### src/rtl/icache_pkg.sv
// Shared types and constants for the direct-mapped instruction cache.
package icache_pkg;

   typedef enum logic {
      IDLE  = 1'b0,
      FETCH = 1'b1
   } state_t;

   localparam int BLOCK_W    = 128;
   localparam int WORD_W     = 32;
   localparam int ADDR_W     = 30;
   localparam int MEM_ADDR_W = 28;

   function automatic int tag_width(input int lines);
      return MEM_ADDR_W - $clog2(lines);
   endfunction

   // Pick one 32-bit instruction out of a 128-bit block; word 0 sits in the low bits.
   function automatic logic [WORD_W-1:0] word_select(input logic [BLOCK_W-1:0] blk,
                                                     input logic [1:0]         off);
      logic [WORD_W-1:0] w;
      case (off)
         2'd0:    w = blk[31:0];
         2'd1:    w = blk[63:32];
         2'd2:    w = blk[95:64];
         2'd3:    w = blk[127:96];
         default: w = 32'd0;
      endcase
      return w;
   endfunction

endpackage

### src/rtl/icache_direct_if.sv
// Fetch-side and memory-side buses of the instruction cache.
interface icache_proc_if;
   logic                            proc_read;
   logic                            proc_write;
   logic [icache_pkg::ADDR_W-1:0]   proc_addr;
   logic [icache_pkg::WORD_W-1:0]   proc_wdata;
   logic [icache_pkg::WORD_W-1:0]   proc_rdata;
   logic                            proc_stall;

   modport master (
      output proc_read, proc_write, proc_addr, proc_wdata,
      input  proc_rdata, proc_stall
   );
   modport slave (
      input  proc_read, proc_write, proc_addr, proc_wdata,
      output proc_rdata, proc_stall
   );
endinterface

interface icache_mem_if;
   logic                              mem_read;
   logic                              mem_write;
   logic [icache_pkg::MEM_ADDR_W-1:0] mem_addr;
   logic [icache_pkg::BLOCK_W-1:0]    mem_wdata;
   logic [icache_pkg::BLOCK_W-1:0]    mem_rdata;
   logic                              mem_ready;

   modport master (
      output mem_read, mem_write, mem_addr, mem_wdata,
      input  mem_rdata, mem_ready
   );
   modport slave (
      input  mem_read, mem_write, mem_addr, mem_wdata,
      output mem_rdata, mem_ready
   );
endinterface

### src/rtl/icache_line_array.sv
// Valid/tag/data storage: one combinational read port, one synchronous write port.
module icache_line_array
   import icache_pkg::*;
#(
   parameter int LINES = 8,
   parameter int TAG_W = 25
) (
   input  logic                     clk,
   input  logic                     rst,
   input  logic [$clog2(LINES)-1:0] rd_idx,
   output logic                     rd_valid,
   output logic [TAG_W-1:0]         rd_tag,
   output logic [BLOCK_W-1:0]       rd_data,
   input  logic                     wr_en,
   input  logic [$clog2(LINES)-1:0] wr_idx,
   input  logic [TAG_W-1:0]         wr_tag,
   input  logic [BLOCK_W-1:0]       wr_data
);

   logic [LINES-1:0]   valid_r;
   logic [TAG_W-1:0]   tag_r  [LINES];
   logic [BLOCK_W-1:0] data_r [LINES];

   // Valid bits: cleared by reset, which also overrides a same-cycle fill.
   always_ff @(posedge clk) begin
      if (rst) begin
         valid_r <= '0;
      end else if (wr_en) begin
         valid_r[wr_idx] <= 1'b1;
      end else begin
         valid_r <= valid_r;
      end
   end

   // Tag and data contents carry no reset.
   always_ff @(posedge clk) begin
      if (wr_en) begin
         tag_r[wr_idx]  <= wr_tag;
         data_r[wr_idx] <= wr_data;
      end
   end

   assign rd_valid = valid_r[rd_idx];
   assign rd_tag   = tag_r[rd_idx];
   assign rd_data  = data_r[rd_idx];

endmodule

### src/rtl/icache_direct.sv
// Read-only direct-mapped I-cache; define ICACHE_PERF_EN to build hit/miss counters.
module icache_direct
   import icache_pkg::*;
#(
   parameter int LINES = 8
) (
   input  logic         clk,
   input  logic         proc_reset,
   icache_proc_if.slave proc,
   icache_mem_if.master mem,
   output logic [31:0]  perf_hits,
   output logic [31:0]  perf_misses
);

   localparam int IDX_W = $clog2(LINES);
   localparam int TAG_W = tag_width(LINES);

   state_t                  state_r;
   logic [MEM_ADDR_W-1:0]   miss_addr_r;
   logic                    mem_read_r;

   logic [IDX_W-1:0]        idx_s;
   logic [TAG_W-1:0]        tag_s;
   logic [1:0]              off_s;
   logic                    line_valid_s;
   logic [TAG_W-1:0]        line_tag_s;
   logic [BLOCK_W-1:0]      line_data_s;
   logic                    hit_s;
   logic                    miss_s;
   logic                    fill_s;
   logic                    unused_s;

   assign off_s = proc.proc_addr[1:0];
   assign idx_s = proc.proc_addr[IDX_W+1:2];
   assign tag_s = proc.proc_addr[ADDR_W-1:IDX_W+2];

   icache_line_array #(
      .LINES (LINES),
      .TAG_W (TAG_W)
   ) u_lines (
      .clk      (clk),
      .rst      (proc_reset),
      .rd_idx   (idx_s),
      .rd_valid (line_valid_s),
      .rd_tag   (line_tag_s),
      .rd_data  (line_data_s),
      .wr_en    (fill_s),
      .wr_idx   (miss_addr_r[IDX_W-1:0]),
      .wr_tag   (miss_addr_r[MEM_ADDR_W-1:IDX_W]),
      .wr_data  (mem.mem_rdata)
   );

   // Hit/miss decode; only meaningful while idle.
   always_comb begin
      hit_s  = 1'b0;
      miss_s = 1'b0;
      if (state_r == IDLE && proc.proc_read) begin
         hit_s  = line_valid_s && (line_tag_s == tag_s);
         miss_s = !hit_s;
      end else begin
         hit_s  = 1'b0;
         miss_s = 1'b0;
      end
   end

   assign fill_s = (state_r == FETCH) && mem.mem_ready;

   // Controller: latch the missing block address and hold mem_read until the block arrives.
   always_ff @(posedge clk) begin
      if (proc_reset) begin
         state_r     <= IDLE;
         miss_addr_r <= '0;
         mem_read_r  <= 1'b0;
      end else begin
         case (state_r)
            IDLE: begin
               if (miss_s) begin
                  state_r     <= FETCH;
                  miss_addr_r <= proc.proc_addr[ADDR_W-1:2];
                  mem_read_r  <= 1'b1;
               end
            end
            FETCH: begin
               if (mem.mem_ready) begin
                  state_r    <= IDLE;
                  mem_read_r <= 1'b0;
               end
            end
            default: begin
               state_r    <= IDLE;
               mem_read_r <= 1'b0;
            end
         endcase
      end
   end

   // Fetch-side response: stall on a detected miss and throughout the fetch.
   always_comb begin
      proc.proc_rdata = word_select(line_data_s, off_s);
      if (state_r == FETCH) begin
         proc.proc_stall = 1'b1;
      end else begin
         proc.proc_stall = miss_s;
      end
   end

   // While idle the address bus follows the core so it shows the block about to be requested.
   always_comb begin
      if (state_r == FETCH) begin
         mem.mem_addr = miss_addr_r;
      end else begin
         mem.mem_addr = proc.proc_addr[ADDR_W-1:2];
      end
   end

   assign mem.mem_read  = mem_read_r;
   assign mem.mem_write = 1'b0;
   assign mem.mem_wdata = {BLOCK_W{1'b0}};

   // The fetch side is read-only; write requests and data are deliberately dropped.
   assign unused_s = &{1'b0, proc.proc_write, proc.proc_wdata};

`ifdef ICACHE_PERF_EN
   logic [31:0] perf_hits_r;
   logic [31:0] perf_misses_r;

   // Event counters, wrapping at 2^32.
   always_ff @(posedge clk) begin
      if (proc_reset) begin
         perf_hits_r   <= 32'd0;
         perf_misses_r <= 32'd0;
      end else begin
         if (hit_s) begin
            perf_hits_r <= perf_hits_r + 32'd1;
         end
         if (miss_s) begin
            perf_misses_r <= perf_misses_r + 32'd1;
         end
      end
   end

   assign perf_hits   = perf_hits_r;
   assign perf_misses = perf_misses_r;
`else
   assign perf_hits   = 32'd0;
   assign perf_misses = 32'd0;
`endif

endmodule
### src/flat_wrapper.sv
// flat-port wrapper written by rule: the top's interface ports become plain ports
module icache_direct_flat import icache_pkg::*;
#(
   parameter int LINES = 8
)
  (clk, proc_reset, perf_hits, perf_misses, proc_proc_read, proc_proc_write, proc_proc_addr, proc_proc_wdata, proc_proc_rdata, proc_proc_stall, mem_mem_read, mem_mem_write, mem_mem_addr, mem_mem_wdata, mem_mem_rdata, mem_mem_ready);
  icache_proc_if proc_i ();
  icache_mem_if mem_i ();
  input  logic clk;
  input  logic proc_reset;
  output logic [31:0] perf_hits;
  output logic [31:0] perf_misses;
  input wire logic [$bits(proc_i.proc_read)-1:0] proc_proc_read;
  input wire logic [$bits(proc_i.proc_write)-1:0] proc_proc_write;
  input wire logic [$bits(proc_i.proc_addr)-1:0] proc_proc_addr;
  input wire logic [$bits(proc_i.proc_wdata)-1:0] proc_proc_wdata;
  output wire logic [$bits(proc_i.proc_rdata)-1:0] proc_proc_rdata;
  output wire logic [$bits(proc_i.proc_stall)-1:0] proc_proc_stall;
  output wire logic [$bits(mem_i.mem_read)-1:0] mem_mem_read;
  output wire logic [$bits(mem_i.mem_write)-1:0] mem_mem_write;
  output wire logic [$bits(mem_i.mem_addr)-1:0] mem_mem_addr;
  output wire logic [$bits(mem_i.mem_wdata)-1:0] mem_mem_wdata;
  input wire logic [$bits(mem_i.mem_rdata)-1:0] mem_mem_rdata;
  input wire logic [$bits(mem_i.mem_ready)-1:0] mem_mem_ready;
  assign proc_i.proc_read = proc_proc_read;
  assign proc_i.proc_write = proc_proc_write;
  assign proc_i.proc_addr = proc_proc_addr;
  assign proc_i.proc_wdata = proc_proc_wdata;
  assign proc_proc_rdata = proc_i.proc_rdata;
  assign proc_proc_stall = proc_i.proc_stall;
  assign mem_mem_read = mem_i.mem_read;
  assign mem_mem_write = mem_i.mem_write;
  assign mem_mem_addr = mem_i.mem_addr;
  assign mem_mem_wdata = mem_i.mem_wdata;
  assign mem_i.mem_rdata = mem_mem_rdata;
  assign mem_i.mem_ready = mem_mem_ready;
  icache_direct #(.LINES(LINES)) u_core (.clk(clk), .proc_reset(proc_reset), .proc(proc_i), .mem(mem_i), .perf_hits(perf_hits), .perf_misses(perf_misses));
endmodule
### config.mk
export PLATFORM = sky130hd
export DESIGN_NAME = icache_direct_flat
export DESIGN_NICKNAME = d
export VERILOG_FILES = /design/src/rtl/icache_pkg.sv /design/src/rtl/icache_direct_if.sv /design/src/rtl/icache_line_array.sv /design/src/rtl/icache_direct.sv /design/src/flat_wrapper.sv
export SDC_FILE = /design/constraint.sdc
export NUM_CORES = 1
export LEC_CHECK = 0
export ABC_AREA = 1
export CORE_ASPECT_RATIO = 1.75
export CORE_MARGIN = 8
export CORE_UTILIZATION = 35
export CTS_CLUSTER_DIAMETER = 30
export DETAILED_ROUTE_END_ITERATION = 7
export PLACE_DENSITY_LB_ADDON = 0.3
export SLEW_MARGIN = 10
export SYNTH_ARGS = -nofsm -noshare
export SYNTH_HDL_FRONTEND = slang
export SYNTH_SLANG_ARGS = --single-unit
export TNS_END_PERCENT = 20
### constraint.sdc
create_clock -name clk -period 12.6 [get_ports clk]
set_input_delay 2.52 -clock clk [delete_from_list [all_inputs] [get_ports clk]]
set_output_delay 2.52 -clock clk [all_outputs]
set_load 0.02 [all_outputs]
==> results of run 1 <==
[power groups by stage]
stage                     Clock (uW)  Combinational (uW)  Sequential (uW)
after floorplan                    0                 413             4770
after global placement             0                 644             4770
after detailed placement           0                 653             4770
after CTS                       5420                 655             4680
after global routing            5620                 708             4690
final                           5330                 649             4680
[metrics by stage]
step,power [uW],hold WS [ns]
6_report,10700,0.460
5_1_grt,11000,0.485
4_1_cts,10800,0.464
3_5_place_dp,5420,0.455
3_3_place_gp,5410,0.450
2_1_floorplan,5180,0.440
[routing by layer]
| layer | vias up | part of all wire, % | global-route usage (%) | routed length (um) |
|---|---|---|---|---|
| met2 | 1255 | 48 | 29.5 | 69700 |
| met3 | 279 | 8.3 | 5.11 | 12000 |
| met5 | - | 0.13 | 0 | 183 |
| met1 | 16400 | 40 | 21.1 | 57800 |
| met4 | 28 | 3.2 | 6.51 | 4610 |
| li1 | 15000 | - | - | - |
[worst paths after layout]
| check | slack (ns) | to | depth (start not counted) |
|---|---|---|---|
| worst max register to register | 8.38 | u_core.u_lines.data_r[4][113] | 5 |
| worst min-delay path | 0.46 | u_core.mem.mem_read | 2 |
| worst min register to register | 0.46 | u_core.mem.mem_read | 2 |
| worst max-delay path | 3.22 | proc_proc_rdata[13] | 8 |
[cells by family after synthesis]
| family | count (synthesis) |
|---|---|
| AO/OA/AOI/OAI | 993 |
| buffers and inverters | 608 |
| flip-flops | 1262 |
| other | 1 |
| AND/OR/NAND/NOR | 1203 |
[placed cells by master, fill, tap and decap left out, drive strengths merged]
master	instances
edfxtp	1224
nor2	688
o21ai	571
nand2	336
clkdlybuf4s50	220
clkbuf	211
conb	193
nand3	178
inv	173
o22ai	135
o221ai	121
clkinv	84
o211ai	71
buf	50
dfxtp	38
o21bai	32
o2111ai	32
a21oi	31
bufinv	24
diode	19
clkinvlp	13
or2	1
[worst reg2reg max path, stage by stage (launching register included)]
cell	delay (ns)
dfxtp_2	0.31
buf_4	0.51
nand3_1	0.49
nor2_4	0.85
buf_4	0.78
buf_4	0.86
[cell type report]
type | instances | share of cell area [%]
sequential | 1262 | 61.2
multi-input combinational | 2389 | 18.8
clock buffer | 210 | 7.99
timing repair buffer | 271 | 4.41
tap | 1880 | 3.84
clock inverter | 151 | 2.82
inverter | 143 | 0.904
antenna | 19 | 0.0775
[state kept, by name (all words and copies together) (netlist names)]
name,count
u_core.u_lines.data_r,1024
u_core.u_lines.tag_r,200
u_core.miss_addr_r,28
u_core.u_lines.valid_r,8
u_core.mem.mem_read,1
u_core.state_r,1
==> results.json, run 1 <==
{
  "status": "completed",
  "detail_route.wl_per_cell_um": 22.8,
  "cp-startpoint": "proc_proc_addr[2]",
  "slowest_stage": "buf_4",
  "fp.dieArea_um2": 160000,
  "ir_drop_mv": 0.144,
  "yosys.area_share.simple_pct": 9.23,
  "fin_ws_ns": 3.22,
  "drtAntennaViolNets": 0,
  "synth_compound_area_share_pct": 11.6,
  "post_cts_buffers": 0,
  "drt_pre_antenna_iters": 5,
  "clk_latency_ns": 0.78,
  "critPathArrivalTime_ns": 6.86,
  "synth_cell_types": 22,
  "drt-vias-per-instance": 5.20,
  "maxSlewHeadroom_pct": 28.1,
  "finalSetupTns_ns": 0,
  "syn_area_per_cell_um2": 12.6,
  "ys_ff_latch": 1262,
  "drtIter0Drc": 2345,
  "grt_overflow": 0,
  "worst-path-buf-inv": 4,
  "coreArea_um2": 146000,
  "nets": 4453,
  "ys_warn_count": 0,
  "final_cells": 6325,
  "worstMarginPinSlew_ns": 1.08,
  "max_cap_viol_count": 0,
  "synth_xor_area_share_pct": 0,
  "placementRows": 186,
  "crit_type": "primary input to output port",
  "period_share_pct": 74.4,
  "hold_viol_final": 0,
  "synthAdderAreaFrac_pct": 0,
  "setup_viol": 0,
  "cts.clk_slew.worst_paths_ns": 0.05,
  "clock-sinks": 1262,
  "ys.flop_type": "edfxtp_1",
  "grt_first_pass_wirelength_um": 210000,
  "synth_most_common_cell": "edfxtp_1",
  "register_area_um2": 37500,
  "period_minus_slack_ns": 9.38,
  "place.gp.congestion": 0.728,
  "min_path_type": "flop to flop",
  "synth_top_area_share_pct": 71.5,
  "drive_above_1_share_pct": 8.97,
  "fp.dieH_um": 523,
  "post-route-drc-count": 0,
  "cts_tree": "built",
  "grt_pass1_vias": 32200,
  "fill_cells": 13300,
  "switching_share_pct": 23.1,
  "power.internal_uw": 8200,
  "r2r-start": "u_core.state_r",
  "synth_seq_area_share_pct": 73.0,
  "die_w_um": 306,
  "max_freq_mhz": 107,
  "synth_top_family_by_area": "compound AO/OA/AOI/OAI gates",
  "synth_edf_count": 1224,
  "crit_chain": "buf_8, buf_12, buf_4, o21ai_0, o221ai_1, nand3_1, o2111ai_1, clkdlybuf4s50_1",
  "synth_top_area_cell": "edfxtp_1",
  "drv_slew": 0,
  "syn_inst": 4067,
  "placed_area_um2": 54700,
  "vias": 32900,
  "area_growth_pct": 19.4,
  "seq_power_share_pct": 43.9,
  "routed_wl_um": 144000,
  "synth_area_leaders": "edfxtp_1 72%, o21ai_0 5.1%, nor2_1 5.0%",
  "cp-end-kind": "output port",
  "powerDensity_nw_per_um2": 174,
  "antenna_found_initial": 56,
  "async_reset_ff_share_pct": 0,
  "clkPwrFrac_pct": 50.0,
  "multi_input_area_um2": 11500,
  "clock_skew_ns": 0.0360,
  "p_leak_uw": 0.0208,
  "p_switching_uw": 2460,
  "finish.utilization_pct": 41.9,
  "cp-start-kind": "primary input",
  "crit_required_ns": 10.08,
  "start_util_pct": 35.1,
  "p_comb_share_pct": 6.1,
  "grt.total_usage_pct": 17.5,
  "final_area_um2": 61300,
  "root_buffer": "clkbuf_16",
  "io_pins": 450,
  "post-place-ws_ns": 3.15,
  "portBuffers": 223,
  "grt_max_degree": 216,
  "clk_path_buf_depth": 3,
  "post_cts_resized": 0,
  "syn-cell-area_um2": 51400,
  "htreeDepth": 4,
  "cts_hold_buf": 0,
  "rsz0062_at_grt": "false",
  "placedCellCount": 5945,
  "dp_hpwl_um": 77600,
  "numCtsBuffers": 191,
  "synthMuxAreaShare_pct": 0,
  "crit_fanout": 215,
  "max_stage_delay_ns": 0.93,
  "synth_common_cells": "1224 x edfxtp_1, 688 x nor2_1, 528 x o21ai_0",
  "crit_family": "buffers and inverters",
  "worst_hold_startpoint": "u_core.mem.mem_read"
}
(Power assumes the default switching activity.)
==> inputs of run 2 (changes only) <==
==> constraint.sdc (replaced) <==
create_clock -name clk -period 9.65 [get_ports clk]
set_input_delay 1.93 -clock clk [delete_from_list [all_inputs] [get_ports clk]]
set_output_delay 1.93 -clock clk [all_outputs]
set_load 0.02 [all_outputs]
==> results.json, run 2 (synthesis gave the netlist of run 1 again) <==
{
  "post_cts_resized": 0,
  "cts_hold_buf": 0,
  "post_cts_buffers": 0,
  "p_leak_uw": 0.0207,
  "nets": 4448,
  "clock-sinks": 1262,
  "crit_required_ns": 7.72,
  "finalSetupTns_ns": 0,
  "ff2ff_path_depth": 5,
  "critPathArrivalTime_ns": 5.65,
  "max_freq_mhz": 132,
  "r2r-start": "u_core.state_r",
  "status": "completed",
  "hold_viol_final": 0,
  "crit_family": "buffers and inverters",
  "dp_hpwl_um": 77400,
  "fp.dieH_um": 523,
  "layout_common_cells": "1224 x edfxtp_1, 677 x nor2_1, 528 x o21ai_0, 335 x nand2_1, 220 x clkdlybuf4s50_1",
  "max_cap_viol_count": 0,
  "cp-end-kind": "output port",
  "wl_met2_um": 70900,
  "min_to": "u_core.u_lines.valid_r[7]",
  "top_layer": "met5",
  "root_buffer": "clkbuf_16",
  "grt_pass1_vias": 32200,
  "clk_path_buf_depth": 3,
  "placementRows": 186,
  "worst-path-buf-inv": 4,
  "antenna_found_initial": 55,
  "drv_slew": 0,
  "timing.rr.end": "u_core.u_lines.data_r[2][11]",
  "grt_first_pass_wirelength_um": 211000,
  "cts_tree": "built",
  "finish.utilization_pct": 41.9,
  "drt_pre_antenna_iters": 6,
  "rrSetupSlack_ns": 5.82,
  "die_w_um": 306,
  "coreArea_um2": 146000,
  "worstMarginPinSlew_ns": 1.20,
  "fp.dieArea_um2": 160000,
  "portBuffers": 223,
  "detail_route.wl_per_cell_um": 22.9,
  "fill_cells": 13400,
  "ir_drop_mv": 0.179,
  "wl_met1_um": 58700,
  "crit_chain": "buf_8, buf_12, buf_4, o21ai_0, o22ai_1, nor2_1, o2111ai_1, clkdlybuf4s50_1",
  "period_share_pct": 78.5,
  "reg_top3": "u_core.u_lines.data_r x1024, u_core.u_lines.tag_r x200, u_core.miss_addr_r x28",
  "final_cells": 6318,
  "slowest_stage": "buf_4",
  "vias": 32700,
  "start_util_pct": 35.1,
  "powerDensity_nw_per_um2": 227,
  "min_path_type": "flop to flop",
  "grt_max_degree": 202,
  "top_register": "u_core.u_lines.data_r",
  "crit_fanout": 182,
  "grt.total_usage_pct": 17.5,
  "drtAntennaViolNets": 0,
  "drive_above_1_share_pct": 8.58,
  "clock_skew_ns": 0.0420,
  "worst_hold_startpoint": "u_core.u_lines.valid_r[7]",
  "crit_type": "primary input to output port",
  "htreeDepth": 4,
  "cp-startpoint": "proc_proc_addr[2]",
  "clk_latency_ns": 0.78,
  "largest_reg_flops": 1024,
  "wl_met3_um": 10100,
  "max_stage_delay_ns": 0.80,
  "period_minus_slack_ns": 7.58,
  "min_path_cells": 2,
  "layout_commonest_cell": "edfxtp_1",
  "io_pins": 450,
  "grt_overflow": 0,
  "maxSlewHeadroom_pct": 20.2,
  "drtIter0Drc": 2563,
  "place.gp.congestion": 0.741,
  "numCtsBuffers": 187,
  "routed_wl_um": 145000,
  "post-route-drc-count": 0,
  "final_area_um2": 61400,
  "cp-start-kind": "primary input",
  "placed_area_um2": 54800,
  "rsz0062_at_grt": "false",
  "setup_viol": 0,
  "drt-vias-per-instance": 5.18,
  "area_growth_pct": 19.5,
  "cts.clk_slew.worst_paths_ns": 0.05,
  "placedCellCount": 5944
}
run 2: cell types whose count changed in the layout (fill, tap and decap cells not counted), sizes merged:
cell      delta
inv          -9
clkinvlp     +7
buf          -1
bufinv       +3
diode        +3
clkbuf       -1
clkinv       -9
run 2: per-stage QoR:
stage	total power, uW	hold slack, ns	worst slack [ns]
floorplan	6770	0.440	0.447
global placement	7070	0.451	2.10
detailed placement	7080	0.458	2.04
CTS	14000	0.472	2.05
global route	14300	0.487	1.84
finish	13900	0.464	2.07
run 2: power by group:
group / leakage, uW / total, uW / switching [uW] / internal (uW)
clock network: 0.00314 / 6950 / 2580 / 4370
registers: 0.0113 / 6120 / 33.1 / 6080
logic: 0.00629 / 848 / 592 / 256
run 2: worst max-delay path by stage:
stage                                        endpoint  slack, ns  depth (start not counted)
final                             proc_proc_rdata[12]       2.07                          8
after global routing               proc_proc_rdata[1]       1.84                          8
after CTS                         proc_proc_rdata[12]       2.05                          8
after detailed placement          proc_proc_rdata[12]       2.04                          8
after global placement            proc_proc_rdata[31]       2.10                          8
after floorplan           u_core.u_lines.data_r[1][0]       0.45                          4
run 2: area by class of cell:
cell class                 count  area [um2]  area share [%]
sequential                  1262       37500            61.1
multi-input combinational   2389       11500            18.8
clock buffer                 209        4810            7.84
timing repair buffer         270        2800            4.56
tap                         1880        2350            3.83
clock inverter               143        1760            2.86
inverter                     143         559           0.911
antenna                       22        55.1          0.0897
run 2: metal layers:
metal  up-vias  GRT usage, %
li1      15000             -
met4        24          7.42
met3       285          4.42
met1     16300          21.3
met5         -             0
met2      1157          29.7
run 2: worst min-delay path, cell delays in order, from the launching register on:
cell and delay, ns:
dfxtp_1 0.32, nor2_1 0.04, nor2_1 0.07
